### src/rtl/fetch_unit_pkg.sv
// Shared fetch-stage definitions: instruction word type, NOP encoding, FIFO entry payload.
package fetch_unit_pkg;

  localparam int unsigned XLEN = 32;

  typedef logic [XLEN-1:0] word_t;

  localparam word_t NOP_INSTR        = 32'h0000_0013;
  localparam word_t RESET_PC_DEFAULT = 32'h0000_0000;
  localparam word_t INSTR_BYTES      = 32'd4;

  typedef struct packed {
    word_t pc;
    word_t instr;
  } fetch_entry_t;

  localparam int unsigned ENTRY_W = $bits(fetch_entry_t);

  // Clear the byte-offset bits so every fetch address is word aligned.
  function automatic word_t align_word(input word_t addr);
    return addr & ~word_t'(3);
  endfunction

endpackage

### src/rtl/fetch_fifo.sv
// Small power-of-two FIFO holding fetched {pc, instr} entries; head is visible combinationally.
module fetch_fifo #(
  parameter int unsigned DEPTH = 4,
  parameter int unsigned WIDTH = 64
) (
  input  logic                     clock,
  input  logic                     reset,
  input  logic                     push,
  input  logic                     pop,
  input  logic                     flush,
  input  logic [WIDTH-1:0]         wr_data,
  output logic [WIDTH-1:0]         head,
  output logic [$clog2(DEPTH):0]   count,
  output logic                     empty
);

  localparam int unsigned IDX_W = $clog2(DEPTH);
  localparam int unsigned PTR_W = IDX_W + 1;

  logic [PTR_W-1:0] rd_ptr;
  logic [PTR_W-1:0] wr_ptr;
  logic [WIDTH-1:0] mem [DEPTH];
  logic             full;
  logic             do_push;
  logic             do_pop;

  // Extra pointer MSB separates the full and empty cases when indices match.
  always_comb begin
    count   = wr_ptr - rd_ptr;
    empty   = (wr_ptr == rd_ptr);
    full    = (wr_ptr[IDX_W] != rd_ptr[IDX_W]) &&
              (wr_ptr[IDX_W-1:0] == rd_ptr[IDX_W-1:0]);
    do_pop  = pop && !flush && !empty;
    do_push = push && !flush && (!full || pop);
    head    = mem[rd_ptr[IDX_W-1:0]];
  end

  always_ff @(posedge clock or posedge reset) begin
    if (reset) begin
      rd_ptr <= '0;
      wr_ptr <= '0;
    end else if (flush) begin
      rd_ptr <= '0;
      wr_ptr <= '0;
    end else begin
      if (do_push) wr_ptr <= wr_ptr + PTR_W'(1);
      if (do_pop)  rd_ptr <= rd_ptr + PTR_W'(1);
    end
  end

  // Storage needs no reset; pointers define which slots are meaningful.
  always_ff @(posedge clock) begin
    if (do_push) mem[wr_ptr[IDX_W-1:0]] <= wr_data;
  end

endmodule

### src/rtl/fetch_unit.sv
// Stage-1 instruction fetch: sequential PC generation, 1-cycle imem reads, buffered
// delivery to decode with NOP bubbles, decode stall and execute redirect handling.
module fetch_unit
  import fetch_unit_pkg::*;
#(
  parameter int unsigned DEPTH    = 4,
  parameter word_t       RESET_PC = RESET_PC_DEFAULT
) (
  input  logic  clock,
  input  logic  reset,
  input  logic  stall,
  input  logic  redirect,
  input  word_t redirect_pc,
  output logic  imem_req,
  output word_t imem_addr,
  input  word_t imem_rdata,
  output word_t line,
  output word_t line_pc,
  output logic  line_valid
);

  localparam int unsigned CNT_W = $clog2(DEPTH) + 1;

  word_t          pc;
  word_t          inflight_pc;
  logic           inflight;
  logic [CNT_W-1:0] count;
  logic [CNT_W-1:0] occupancy;
  logic           empty;
  logic           push;
  logic           pop;
  fetch_entry_t   head;
  fetch_entry_t   wr_entry;

  // Only issue when the returning word is guaranteed a FIFO slot.
  always_comb begin
    occupancy = count + CNT_W'(inflight);
    imem_req  = !reset && !redirect && (occupancy < CNT_W'(DEPTH));
    imem_addr = pc;
  end

  // Redirect outranks everything: drops the inflight word and any pending pop.
  always_comb begin
    push           = inflight && !redirect;
    pop            = !empty && !stall && !redirect;
    wr_entry.pc    = inflight_pc;
    wr_entry.instr = imem_rdata;
  end

  always_ff @(posedge clock or posedge reset) begin
    if (reset) begin
      pc          <= RESET_PC;
      inflight    <= 1'b0;
      inflight_pc <= '0;
    end else if (redirect) begin
      pc          <= align_word(redirect_pc);
      inflight    <= 1'b0;
    end else begin
      inflight <= imem_req;
      if (imem_req) begin
        pc          <= pc + INSTR_BYTES;
        inflight_pc <= pc;
      end
    end
  end

  fetch_fifo #(
    .DEPTH (DEPTH),
    .WIDTH (ENTRY_W)
  ) u_fifo (
    .clock   (clock),
    .reset   (reset),
    .push    (push),
    .pop     (pop),
    .flush   (redirect),
    .wr_data (wr_entry),
    .head    (head),
    .count   (count),
    .empty   (empty)
  );

  // Decode sees the FIFO head directly, or a NOP bubble when nothing is buffered.
  always_comb begin
    line_valid = !empty;
    line       = empty ? NOP_INSTR : head.instr;
    line_pc    = head.pc;
  end

endmodule
### config.mk
export PLATFORM = sky130hd
export DESIGN_NAME = fetch_unit
export DESIGN_NICKNAME = d
export VERILOG_FILES = /design/src/rtl/fetch_unit_pkg.sv /design/src/rtl/fetch_fifo.sv /design/src/rtl/fetch_unit.sv
export SDC_FILE = /design/constraint.sdc
export NUM_CORES = 1
export LEC_CHECK = 0
export BUFFER_PORTS_ARGS = -buffer_cell sky130_fd_sc_hd__buf_4
export CORE_MARGIN = 10
export CORE_UTILIZATION = 45
export DETAILED_ROUTE_END_ITERATION = 10
export GPL_TIMING_DRIVEN = 0
export HOLD_SLACK_MARGIN = 0.15
export PLACE_DENSITY = 0.73
export RECOVER_POWER = 50
export SETUP_SLACK_MARGIN = 0.4
export SLEW_MARGIN = 20
export SYNTH_ARGS = -nofsm -noshare
export SYNTH_HDL_FRONTEND = slang
export SYNTH_SLANG_ARGS = --single-unit
### constraint.sdc
create_clock -name clock -period 15.8 [get_ports clock]
set_clock_uncertainty 0.1 [all_clocks]
set_input_delay 0 -clock clock [delete_from_list [all_inputs] [get_ports clock]]
set_output_delay 0 -clock clock [all_outputs]
set_load 0.02 [all_outputs]
* After elaboration in Yosys (flattened, before gate mapping) *
Memory sizes are Yosys's and may differ from the RTL's.
Index checks and enable logic that the tools add are counted.

storage, ports and cells
  memories kept = 1
  word-level logic and storage cells = 46
  bits in writable memories = 256
  bits in registers = 71

operators by class
  add/sub/neg operators = 5
  equal/unequal tests = 3
  reduce and logical (&&, ||, !) cells = 20
  $lt $le $gt $ge = 1
  mux-type cells = 10
  bitwise operators = 1

memories
  name        words  bits a word  read ports  clocked after memory_dff  wr ports  line              RTL
  u_fifo.mem  4      64           1           0                         1         fetch_fifo.sv:22  logic [WIDTH-1:0] mem [DEPTH];

operators with widths
  operator                 count
  $mux W32                 3
  $add A32 B3 Y32 const B  1
  $mux W3                  4
  $logic_and A1 B1 Y1      10
  $add A3 B1 Y3 const B    2
  $reduce_bool A2 Y1       3
  $logic_not A1 Y1         5
  $add A3 B1 Y3            1
  $eq A3 B3 Y1             1
  $lt A3 B3 Y1 const B     1
  $mux W1                  3
  $sub A3 B3 Y3            1
  $eq A2 B2 Y1             1
  $reduce_and A2 Y1        1
  $logic_or A1 B1 Y1       1
  $ne A1 B1 Y1             1
  $not A1 Y1               1

* Depth between registers and ports, before layout *
Gate-level depths: netlist of the first run.

  depth after elaboration = 8
  mapped depth = 12
  depth with buffers taken out = 9

* Modules after synthesis *
From an unflattened synthesis of the first run, not the netlist that was laid out.

unflattened totals
  cells, all modules = 763
  area, all modules = 12937.4 um^2

by module, submodules not included
  module      cells an instance  seq. area each (um^2)  area each (um^2)  times used
  fetch_fifo  387                7837.5                 9741.8            1
  fetch_unit  376                1526.5                 3195.6            1

* Least setup slack after synthesis of the first run *
No wires, ideal clock.

  path type = reg-to-reg
  start point = reg u_fifo.rd_ptr[1]
  end point = mem u_fifo.mem[3][0], enable pin
  required time = 15142 ps
  clock period less this slack = 6461 ps
  stages on the path, launching flop included = 8
  setup time = 558 ps
  data arrival time = 5803 ps
  path slack = 9339 ps
  path through = dfrtp_1 -> clkbuf_1 -> clkbuf_1 -> inv_1 -> ha_1 -> nand3_1 -> o21ai_1 -> nor3_1

between the ends
  cells in the longest elaborated chain, start to end = 8
  elaborated cells on any way between the ends = 11

RTL lines
  item                               line              RTL
  start: declaration                 fetch_fifo.sv:20  logic [PTR_W-1:0] rd_ptr;
  start signal: assignment           fetch_fifo.sv:47  if (do_pop) rd_ptr <= rd_ptr + PTR_W'(1);
  $eq A3 B3 Y1                       fetch_fifo.sv:30  empty = (wr_ptr == rd_ptr);
  $logic_not A1 Y1                   fetch_unit.sv:45  pop = !empty && !stall && !redirect;
  $logic_and A1 B1 Y1 (2 in series)  fetch_unit.sv:45
  $logic_or A1 B1 Y1 *               fetch_fifo.sv:34  do_push = push && !flush && (!full || pop);
  $logic_and A1 B1 Y1 *              fetch_fifo.sv:34
  $mux W1 *                          fetch_fifo.sv:53  if (do_push) mem[wr_ptr[IDX_W-1:0]] <= wr_data;
  $mux W1 (not written as such) *    fetch_fifo.sv:53
  end: declaration                   fetch_fifo.sv:22

Mark *: on every way between the ends. The rest lies on a longest branch, timed or not.

* Final worst setup path of the first run *
  start point = reg u_fifo.rd_ptr[1]
  end point = reg pc[5], in the netlist imem_addr[5]

between the ends
  cells in the longest elaborated chain, start to end = 5

RTL lines
  item                                 line              RTL
  $sub A3 B3 Y3                        fetch_fifo.sv:29  count = wr_ptr - rd_ptr;
  $add A3 B1 Y3                        fetch_unit.sv:37  occupancy = count + CNT_W'(inflight);
  $lt A3 B3 Y1                         fetch_unit.sv:38  imem_req = !reset && !redirect && (occupancy < CNT_W'(DEPTH));
  $logic_and A1 B1 Y1                  fetch_unit.sv:38
  $reduce_bool A2 Y1 (no source line)  n/a
  end signal: assignment               fetch_unit.sv:56  pc <= align_word(redirect_pc);
  end signal: assignment               fetch_unit.sv:61  pc <= pc + INSTR_BYTES;
  end: declaration                     fetch_unit.sv:24  word_t pc;

No other way between the ends.
A chain may end at the register's enable or synchronous reset.

==> key figures, run 1 <==
Run status
  – Status: finished, violations left
  – Violated checks: max-capacitance violations, max-slew violations

Finish
  – Layout cells sized above 1: 26.2%
  – Area of the multi-input gates: 3290 µm²
  – Post-route insts no fill: 1427
  – Fillers: 2058
  – Nets: 1104
  – Most common cell after layout, fill and taps aside: edfxtp_1
  – Sequential Area: 9120 µm²
  – Most frequent cells in the layout: edfxtp_1 (248), dlygate4sd3_1 (133), buf_4 (99)
  – Layout area overhead: 31.6%
  – # diodes: 0

Clock network
  – Hold_buf cts: 133
  – Worst skew pair latency: 0.49 ns
  – Clock buffer depth: 3
  – CTS tree: yes
  – Count of clock tree sinks: 315
  – Worst-path clk slew: 0.06 ns
  – Root Driver: clkbuf_16
  – CTS resizes: 0
  – H-Tree Depth: 2
  – Post-CTS Setup Inserts: 0
  – Total CTS buffers: 34

Placement
  – DP HPWL: 18900 µm
  – Dpl cells: 1236
  – Gpl congestion: 0.851
  – IO Port Bufs: 158

Floorplanning
  – Die width: 187 µm
  – Core region area: 27700 µm²
  – Starting Density: 45.6%
  – Number of I/O pins: 166
  – FP Rows: 61
  – Die H: 187 µm
  – Full die area: 35100 µm²

Global routing
  – Met2 GRT Util: 28.9%
  – Global route overflow: 0
  – Global-route wire length before repair: 47200 µm
  – Largest net degree at the start of global routing: 47
  – Gr busiest metal: met2
  – Vias in the first global route: 8029
  – M1 GR Usage: 21.5%
  – Initial antenna violation count: 0
  – Grt met3 use: 4.74%
  – GRT Util Overall: 17.1%

STA
  – Rel. slew slack: -65.1%
  – RSZ-0062 raised after global routing: false
  – Fmax: 217 MHz
  – Final worst-path cycle share: 29.1%
  – Final hold violations: 0
  – Min Tclk post-route: 4.60 ns
  – Final Setup Violations: 0
  – Setup TNS: 0 ns
  – Least-Margin Pin Slew: 2.48 ns
  – Final Slew Violations: 47

Yosys
  – Mean post-synth cell area: 18.4 µm²
  – Yosys cell types: 47
  – Ranking of synthesized cells by area: edfxtp_1 (59%), dfrtp_1 (13%), mux4_2 (11%)
  – Post-Syn Area: 12600 µm²
  – Sequential area share after synthesis: 72.3%
  – Post-synth top flop: edfxtp_1
  – Gate Count Post-Synth: 685
  – Asr flop ratio synth: 21.3%
  – Syn. warnings: 0
  – Number of synthesized flops with an enable pin: 248
  – Synth top area share: 59.0%
  – Yosys reg bits: 315
  – Post-synth top area cell: edfxtp_1

Critical path
  – CP Launch Point: u_fifo.rd_ptr[1]
  – Data arrival, critical path: 4.94 ns
  – Critical R2R Launch: u_fifo.rd_ptr[1]
  – CP required: 16.13 ns
  – Crit path kind: register to register
  – Worst Setup End Kind: register
  – Reg-to-reg setup timing slack: 11.20 ns
  – Slowest stage delay, CP: 0.60 ns
  – CP Launch Type: register
  – Crit-path max FO: 10
  – Cell Chain, Critical Path: clkbuf_1, clkbuf_1, inv_1, ha_1, ha_1, and3b_1, nor4_4, buf_4, o2111ai_1, xor2_1, o21ai_0, dlygate4sd3_1
  – Worst path slowest cell: clkbuf_1

Min path
  – Hold Path Class: input port to register
  – Hold path start: redirect_pc[27]

Detailed routing
  – Initial DRT Pass Iterations: 4
  – Post-route DRC: 0
  – ANT nets after route: 0
  – DR WL/cell: 21.1 µm
  – DR iter-0 viols: 500
  – Number of vias per cell: 5.33
  – Vias: 7599
  – Drt total wl: 30100 µm

Power
  – Worst VDD drop: 81.0 µV
  – Leakage power total: 5.79 nW
  – PD cells: 145 nW/µm²

Run
  – Max_cap viols: 1
## logic make-up after synthesis
kind of cell    Yosys count  synth area share (%)
buf+inv                  49                  1.86
simple gates            124                  5.41
xor+xnor                 28                  2.18
flops                   315                  72.3
fa+ha+maj                 9                 0.892
mux                      93                  13.8
compound gates           66                  3.52
other cells               1                0.0297
## worst paths after layout
kind | end | cells after the start
setup / recovery | imem_addr[5] | 12
hold / removal | imem_addr[27] | 4
setup reg to reg | imem_addr[5] | 12
hold reg to reg | u_fifo.mem[3][60] | 0
max in group asynchronous | inflight_pc[28] | 5
min in group asynchronous | imem_addr[14] | 4
## cell type report
| type | instances | share of cell area (%) |
|---|---|---|
| clock buffer | 48 | 5.63 |
| clock inverter | 10 | 0.595 |
| buffer | 38 | 1.16 |
| tap | 378 | 2.85 |
| multi-input combinational | 324 | 19.8 |
| sequential | 315 | 54.9 |
| inverter | 11 | 0.256 |
| timing repair buffer | 303 | 14.8 |
## critical path, delay by kind of cell (launching register included)
kind,cells,cell delay (ns)
AOI/OAI and AO/OA,2,0.36
adders and majority gates,2,0.67
DFF,1,0.35
buffers and inverters,5,2.11
and+or+nand+nor,2,0.74
xor gates and xnor gates,1,0.19
## power breakdown
part	leakage, nW	switching [mW]	internal, mW	total [mW]
clock	0.503	0.297	0.444	0.741
combinational	2.24	0.306	0.271	0.578
sequential	3.06	0.0731	1.01	1.09
## routing by layer
layer | vias to the layer above | part of all wire, %
met2 | 311 | 49
met1 | 3855 | 41
met3 | 53 | 8.2
li1 | 3380 | -
met4 | 0 | 1.7
met5 | - | 0
## Yosys cell counts, drive strengths merged (3+ instances only)
library cell and number:
nor2 18, mux2 30, buf 17, clkbuf 21, or2 3, o2111ai 6, nand2 31, and4 7
a31oi 4, nand4 6, and2 4, inv 11, nor2b 29, edfxtp 248, mux4 62, xnor2 12
dfrtp 67, o311ai 6, ha 9, a21oi 4, o21ai 29, xor2 14, or3 5, a2111oi 5
and3 5, nand3 11, o211ai 7
## flip-flops by register name, summed over array words and instances (netlist names)
register	flops
u_fifo.mem	248
imem_addr	30
inflight_pc	30
u_fifo.rd_ptr	3
u_fifo.wr_ptr	3
inflight	1
## per-stage QoR
| step | utilization (%) | instance area, µm² | power (mW) | setup WS [ns] | hold WS [ns] |
|---|---|---|---|---|---|
| global placement | 51.6 | 14300 | 1.66 | 5.21 | 0.102 |
| CTS | 60.8 | 16800 | 2.45 | 11.29 | 0.151 |
| detailed placement | 52.3 | 14500 | 1.68 | 11.71 | -0.0688 |
| finish | 60.0 | 16600 | 2.40 | 11.20 | 0.215 |
| floorplan | - | 12600 | 1.44 | 9.34 | -0.00113 |
| global route | 60.0 | 16600 | 2.52 | 11.01 | 0.218 |
No activity file was read; power rests on OpenSTA's default activity.
==> inputs of run 2 (changes only) <==
==> constraint.sdc (replaced) <==
create_clock -name clock -period 4.6 [get_ports clock]
set_clock_uncertainty 0.1 [all_clocks]
set_input_delay 0 -clock clock [delete_from_list [all_inputs] [get_ports clock]]
set_output_delay 0 -clock clock [all_outputs]
set_load 0.02 [all_outputs]
==> run 2 against run 1 <==
The run now ends clean. Setup slack got worse by 11 ns. Power rose to 3.5 times the previous value. Non-clock buffer count rose by 11. Critical path depth fell by 2. Critical endpoint is now u_fifo.mem[3][21]. Largest power group unchanged.
==> key figures, run 2 (synthesized netlist as in run 1, its figures left out) <==
Run status
  – Status: complete, no violations

Detailed routing
  – Vias: 7628
  – Post-route DRC: 0
  – Number of vias per cell: 5.29
  – Initial DRT Pass Iterations: 5
  – DR iter-0 viols: 461
  – Drt total wl: 30200 µm
  – ANT nets after route: 0
  – DR WL/cell: 20.9 µm

Critical path
  – Crit path kind: register to register
  – CP delay by family, top: buffers and inverters
  – Worst Setup End Kind: register
  – CP Launch Type: register
  – CP Buf/Inv Count: 6
  – Cell Chain, Critical Path: clkbuf_2, clkbuf_2, inv_1, ha_1, nand3_1, o21ai_0, nor3_1, clkbuf_1, buf_8, buf_16
  – Data arrival, critical path: 4.13 ns
  – CP required: 4.71 ns
  – CP Launch Point: u_fifo.rd_ptr[1]
  – Worst path slowest cell: nor3_1
  – Crit-path max FO: 15
  – Slowest stage delay, CP: 0.70 ns
  – Top cell by count, worst path: clkbuf_2
  – Critical R2R Launch: u_fifo.rd_ptr[1]

Placement
  – Placed Area: 14500 µm²
  – Gpl congestion: 0.859
  – DP HPWL: 19000 µm
  – Post-Place Setup Slack: 0.519 ns
  – IO Port Bufs: 158

Finish
  – Fin util: 60.9%
  – Largest register FFs: 248
  – Fillers: 2053
  – # diodes: 0
  – Most common cell after layout, fill and taps aside: edfxtp_1
  – Layout area overhead: 33.7%
  – Layout cells sized above 1: 28.3%
  – Finished Cell Area: 16900 µm²
  – Most frequent cells in the layout: edfxtp_1 (248), dlygate4sd3_1 (137), buf_4 (111)
  – Sequential Area: 9120 µm²
  – Nets: 1115
  – Area of the multi-input gates: 3280 µm²

STA
  – Rel. slew slack: 16.0%
  – Fmax: 249 MHz
  – Final worst slack: 0.581 ns
  – RSZ-0062 raised after global routing: false
  – Min Tclk post-route: 4.02 ns
  – Least-Margin Pin Slew: 1.25 ns
  – Final hold violations: 0
  – Final Setup Violations: 0
  – Final Slew Violations: 0
  – Final worst-path cycle share: 87.4%

Clock network
  – Worst skew pair latency: 0.51 ns
  – H-Tree Depth: 2
  – Clock buffer depth: 3
  – Total CTS buffers: 34
  – Count of clock tree sinks: 315
  – Worst-path clk slew: 0.06 ns
  – Root Driver: clkbuf_16
  – CTS tree: yes

Global routing
  – Vias in the first global route: 8180
  – Global-route wire length before repair: 48000 µm
  – Global route overflow: 0
  – Largest net degree at the start of global routing: 43
  – Initial antenna violation count: 0
  – GRT Util Overall: 17.2%

Floorplanning
  – Number of I/O pins: 166
  – Core region area: 27700 µm²
  – Die width: 187 µm
  – Die H: 187 µm
  – Full die area: 35100 µm²
  – Starting Density: 45.6%
  – FP Rows: 61

Power
  – Overall Power: 8.42 mW
  – PD cells: 499 nW/µm²
  – Leakage power total: 5.95 nW
  – Worst VDD drop: 299 µV

Min path
  – Hold Path Class: input port to register
  – Hold path start: redirect_pc[3]

Run
  – Max_cap viols: 0
run 2: cell types whose count changed in the layout (fill, tap and decap cells not counted), moves of 3 or more:
cell | previous run | this run
clkbuf_1 | 92 | 71
buf_4 | 99 | 111
dlygate4sd3_1 | 133 | 137
clkinv_2 | 3 | 6
run 2: worst paths after layout:
| check | endpoint | slack (ns) | cells past startpoint |
|---|---|---|---|
| min reg2reg | u_fifo.mem[0][53] | 0.42 | 0 |
| max reg2reg | u_fifo.mem[3][21] | 0.58 | 10 |
| min in group asynchronous | imem_addr[20] | 0.95 | 4 |
| max in group asynchronous | inflight_pc[31] | 2.72 | 5 |
| min | imem_addr[3] | 0.18 | 3 |
| max | u_fifo.mem[3][21] | 0.58 | 10 |
run 2: final cells by class:
class,instances,area share (%)
sequential,315,54.1
multi-input combinational,324,19.5
timing repair buffer,314,15.7
clock buffer,45,5.72
tap,378,2.80
buffer,38,1.16
clock inverter,16,0.860
inverter,11,0.252
run 2: layer usage:
metal	up-vias	track usage [%]	share of wire (%)
li1	3415	-	-
met3	40	4.31	7.0
met2	300	29.6	51
met4	0	4.58	1.6
met1	3873	21.3	40
met5	-	0	0
run 2: through the flow:
stage | hold slack (ns) | cells | TNS, ns
detailed placement | -0.0480 | 1233 | 0
CTS | 0.151 | 1431 | 0
global placement | 0.101 | 1224 | -240.65
finish | 0.184 | 1441 | 0
global route | 0.182 | 1441 | 0
floorplan | -0.00113 | 688 | 0
run 2: power breakdown:
group | switching [mW] | internal, mW | total [mW]
combinational | 1.07 | 0.976 | 2.04
clock | 1.06 | 1.59 | 2.66
sequential | 0.249 | 3.48 | 3.73
run 2: timing repair:
action	4_1_cts	5_1_grt
pin swaps	0	2
resized for setup	1	3
endpoints found under the setup margin	1	14
setup buffers	0	10
hold buffers	137	0
endpoints found under the hold margin	235	0
run 2: worst reg2reg max path: stages, from the launching register on:
cell and delay (ns):
dfrtp_1 0.36, clkbuf_2 0.33, clkbuf_2 0.35, inv_1 0.08, ha_1 0.32, nand3_1 0.10, o21ai_0 0.24, nor3_1 0.70
clkbuf_1 0.69, buf_8 0.26, buf_16 0.17
==> inputs of run 3 (changes only) <==
--- a/config.mk
+++ b/config.mk
@@ -5,13 +5,13 @@
 export SDC_FILE = /design/constraint.sdc
 export NUM_CORES = 1
 export LEC_CHECK = 0
+export ABC_CLOCK_PERIOD_IN_PS = 4470
 export BUFFER_PORTS_ARGS = -buffer_cell sky130_fd_sc_hd__buf_4
 export CORE_MARGIN = 10
 export CORE_UTILIZATION = 45
 export DETAILED_ROUTE_END_ITERATION = 10
 export GPL_TIMING_DRIVEN = 0
 export HOLD_SLACK_MARGIN = 0.15
-export PLACE_DENSITY = 0.73
 export RECOVER_POWER = 50
 export SETUP_SLACK_MARGIN = 0.4
 export SLEW_MARGIN = 20
==> constraint.sdc (replaced) <==
create_clock -name clock -period 4.47 [get_ports clock]
set_clock_uncertainty 0.1 [all_clocks]
set_input_delay 0 -clock clock [delete_from_list [all_inputs] [get_ports clock]]
set_output_delay 0 -clock clock [all_outputs]
set_load 0.02 [all_outputs]
==> run 3 against run 2 <==
Wire length down 2.4%. Setup slack improved by 0.054 ns. Power increased by 3.6%. Sequential power increased by 3%. Cell area decreased by 1.5%. Maximum frequency is 4.8% higher. Hold slack better by 0.019 ns. Critical path depth decreased by 1. Core utilization decreased by 0.93 points. Clock-buffer cell count unchanged. Combinational power hardly changed. Non-clock buffer count is 33 lower.
==> key figures, run 3 (synthesized netlist as in run 1, its figures left out) <==
Detailed routing
  – Number of vias per cell: 5.25
  – Initial DRT Pass Iterations: 5
  – DR iter-0 viols: 419
  – Drt total wl: 29500 µm
  – Post-route DRC: 0
  – ANT nets after route: 0
  – Vias: 7401
  – DR WL/cell: 20.9 µm

STA
  – Rel. slew slack: 6.73%
  – Final Setup Violations: 0
  – Final worst-path cycle share: 85.8%
  – Least-Margin Pin Slew: 1.39 ns
  – Final Slew Violations: 0
  – RSZ-0062 raised after global routing: false
  – Fmax: 261 MHz
  – Final hold violations: 0
  – Min Tclk post-route: 3.84 ns

Finish
  – Nets: 1082
  – Fillers: 2078
  – Most common cell after layout, fill and taps aside: edfxtp_1
  – Most frequent cells in the layout: edfxtp_1 (248), dlygate4sd3_1 (114), buf_4 (101)
  – # diodes: 0
  – Sequential Area: 9120 µm²
  – Layout cells sized above 1: 27.8%
  – Area of the multi-input gates: 3290 µm²
  – Layout area overhead: 31.6%
  – Largest register FFs: 248
  – Finished Cell Area: 16600 µm²

Clock network
  – Clock buffer depth: 3
  – Root Driver: clkbuf_16
  – Total CTS buffers: 34
  – CTS tree: yes
  – Count of clock tree sinks: 315
  – Post-CTS Setup Inserts: 0
  – Worst-path clk slew: 0.06 ns
  – Worst skew pair latency: 0.50 ns
  – H-Tree Depth: 2

Critical path
  – Slowest stage delay, CP: 1.01 ns
  – Critical R2R Launch: u_fifo.rd_ptr[1]
  – Data arrival, critical path: 3.91 ns
  – Reg-to-reg setup timing slack: 0.63 ns
  – Crit-path max FO: 41
  – CP required: 4.54 ns
  – Crit path kind: register to register
  – Cell Chain, Critical Path: clkbuf_2, clkbuf_2, inv_1, ha_1, nand3_1, o21ai_0, nor2_1, and2_1, buf_16
  – CP Launch Type: register
  – Top cell by count, worst path: clkbuf_2
  – Worst Setup End Kind: register
  – Worst path slowest cell: and2_1
  – CP Launch Point: u_fifo.rd_ptr[1]

Floorplanning
  – FP Rows: 61
  – Starting Density: 45.6%
  – Full die area: 35100 µm²
  – Core region area: 27700 µm²
  – Number of I/O pins: 166
  – Die H: 187 µm
  – Die width: 187 µm

Power
  – PD cells: 525 nW/µm²
  – Overall Power: 8.73 mW
  – Worst VDD drop: 235 µV
  – Leakage power total: 5.81 nW

Global routing
  – Global-route wire length before repair: 47500 µm
  – Vias in the first global route: 8191
  – GRT Util Overall: 17.0%
  – Global route overflow: 0
  – Largest net degree at the start of global routing: 42
  – Initial antenna violation count: 0

Min path
  – Hold Path Class: input port to register
  – Hold path start: redirect_pc[3]

Placement
  – IO Port Bufs: 158
  – Placed Area: 14500 µm²
  – DP HPWL: 19500 µm
  – Gpl congestion: 0.852

Run
  – Max_cap viols: 0

Run status
  – Status: complete, no violations
-- run 3: stage by stage --
step                util (%)  hold slack, ns  instances  setup TNS (ns)  worst slack, ns
finish                  60.0           0.202       1409               0            0.635
global route            60.0           0.213       1409               0            0.278
CTS                     60.7           0.150       1409               0            0.449
detailed placement      52.4         -0.0299       1233               0            0.412
global placement        51.6          0.0983       1224         -257.21            -1.08
floorplan                  -        -0.00113        688               0            0.706
-- run 3: final cells by class --
type	instances	area share, %
tap	378	2.85
buffer	38	1.17
clock buffer	45	5.87
sequential	315	54.9
clock inverter	17	1.11
multi-input combinational	324	19.8
timing repair buffer	281	14.0
inverter	11	0.256
-- run 3: metal layers --
metal	vias to the layer above	wire (µm)	GRT usage (%)
met2	224	14600	28.4
met1	3773	12700	22.1
met4	0	378	3.60
met5	-	0	0
li1	3366	-	-
met3	38	1800	4.14
-- run 3: what timing repair did --
item	CTS	global route
hold buffers	114	0
cloned	0	0
hold endpoints to repair	234	0
endpoints found under the setup margin	2	29
resized for setup	1	2
-- run 3: worst max-delay path: cells and delay by family, from the launching register on --
family          cells  cell delay (ns)
flops               1             0.35
simple gates        3             1.36
buf+inv             4             1.07
fa+ha+maj           1             0.33
compound gates      1             0.26
-- run 3: where the power goes --
part	switching, mW	internal (mW)	total [mW]
clock	1.08	1.77	2.85
sequential	0.264	3.58	3.84
combinational	1.07	0.961	2.03
-- run 3: final timing paths --
path	to	cells past startpoint
max reg2reg	u_fifo.mem[2][24]	9
min in group asynchronous	imem_addr[3]	4
min reg2reg	u_fifo.mem[3][56]	0
min	imem_addr[3]	3
max in group asynchronous	inflight_pc[21]	5
max	u_fifo.mem[2][24]	9
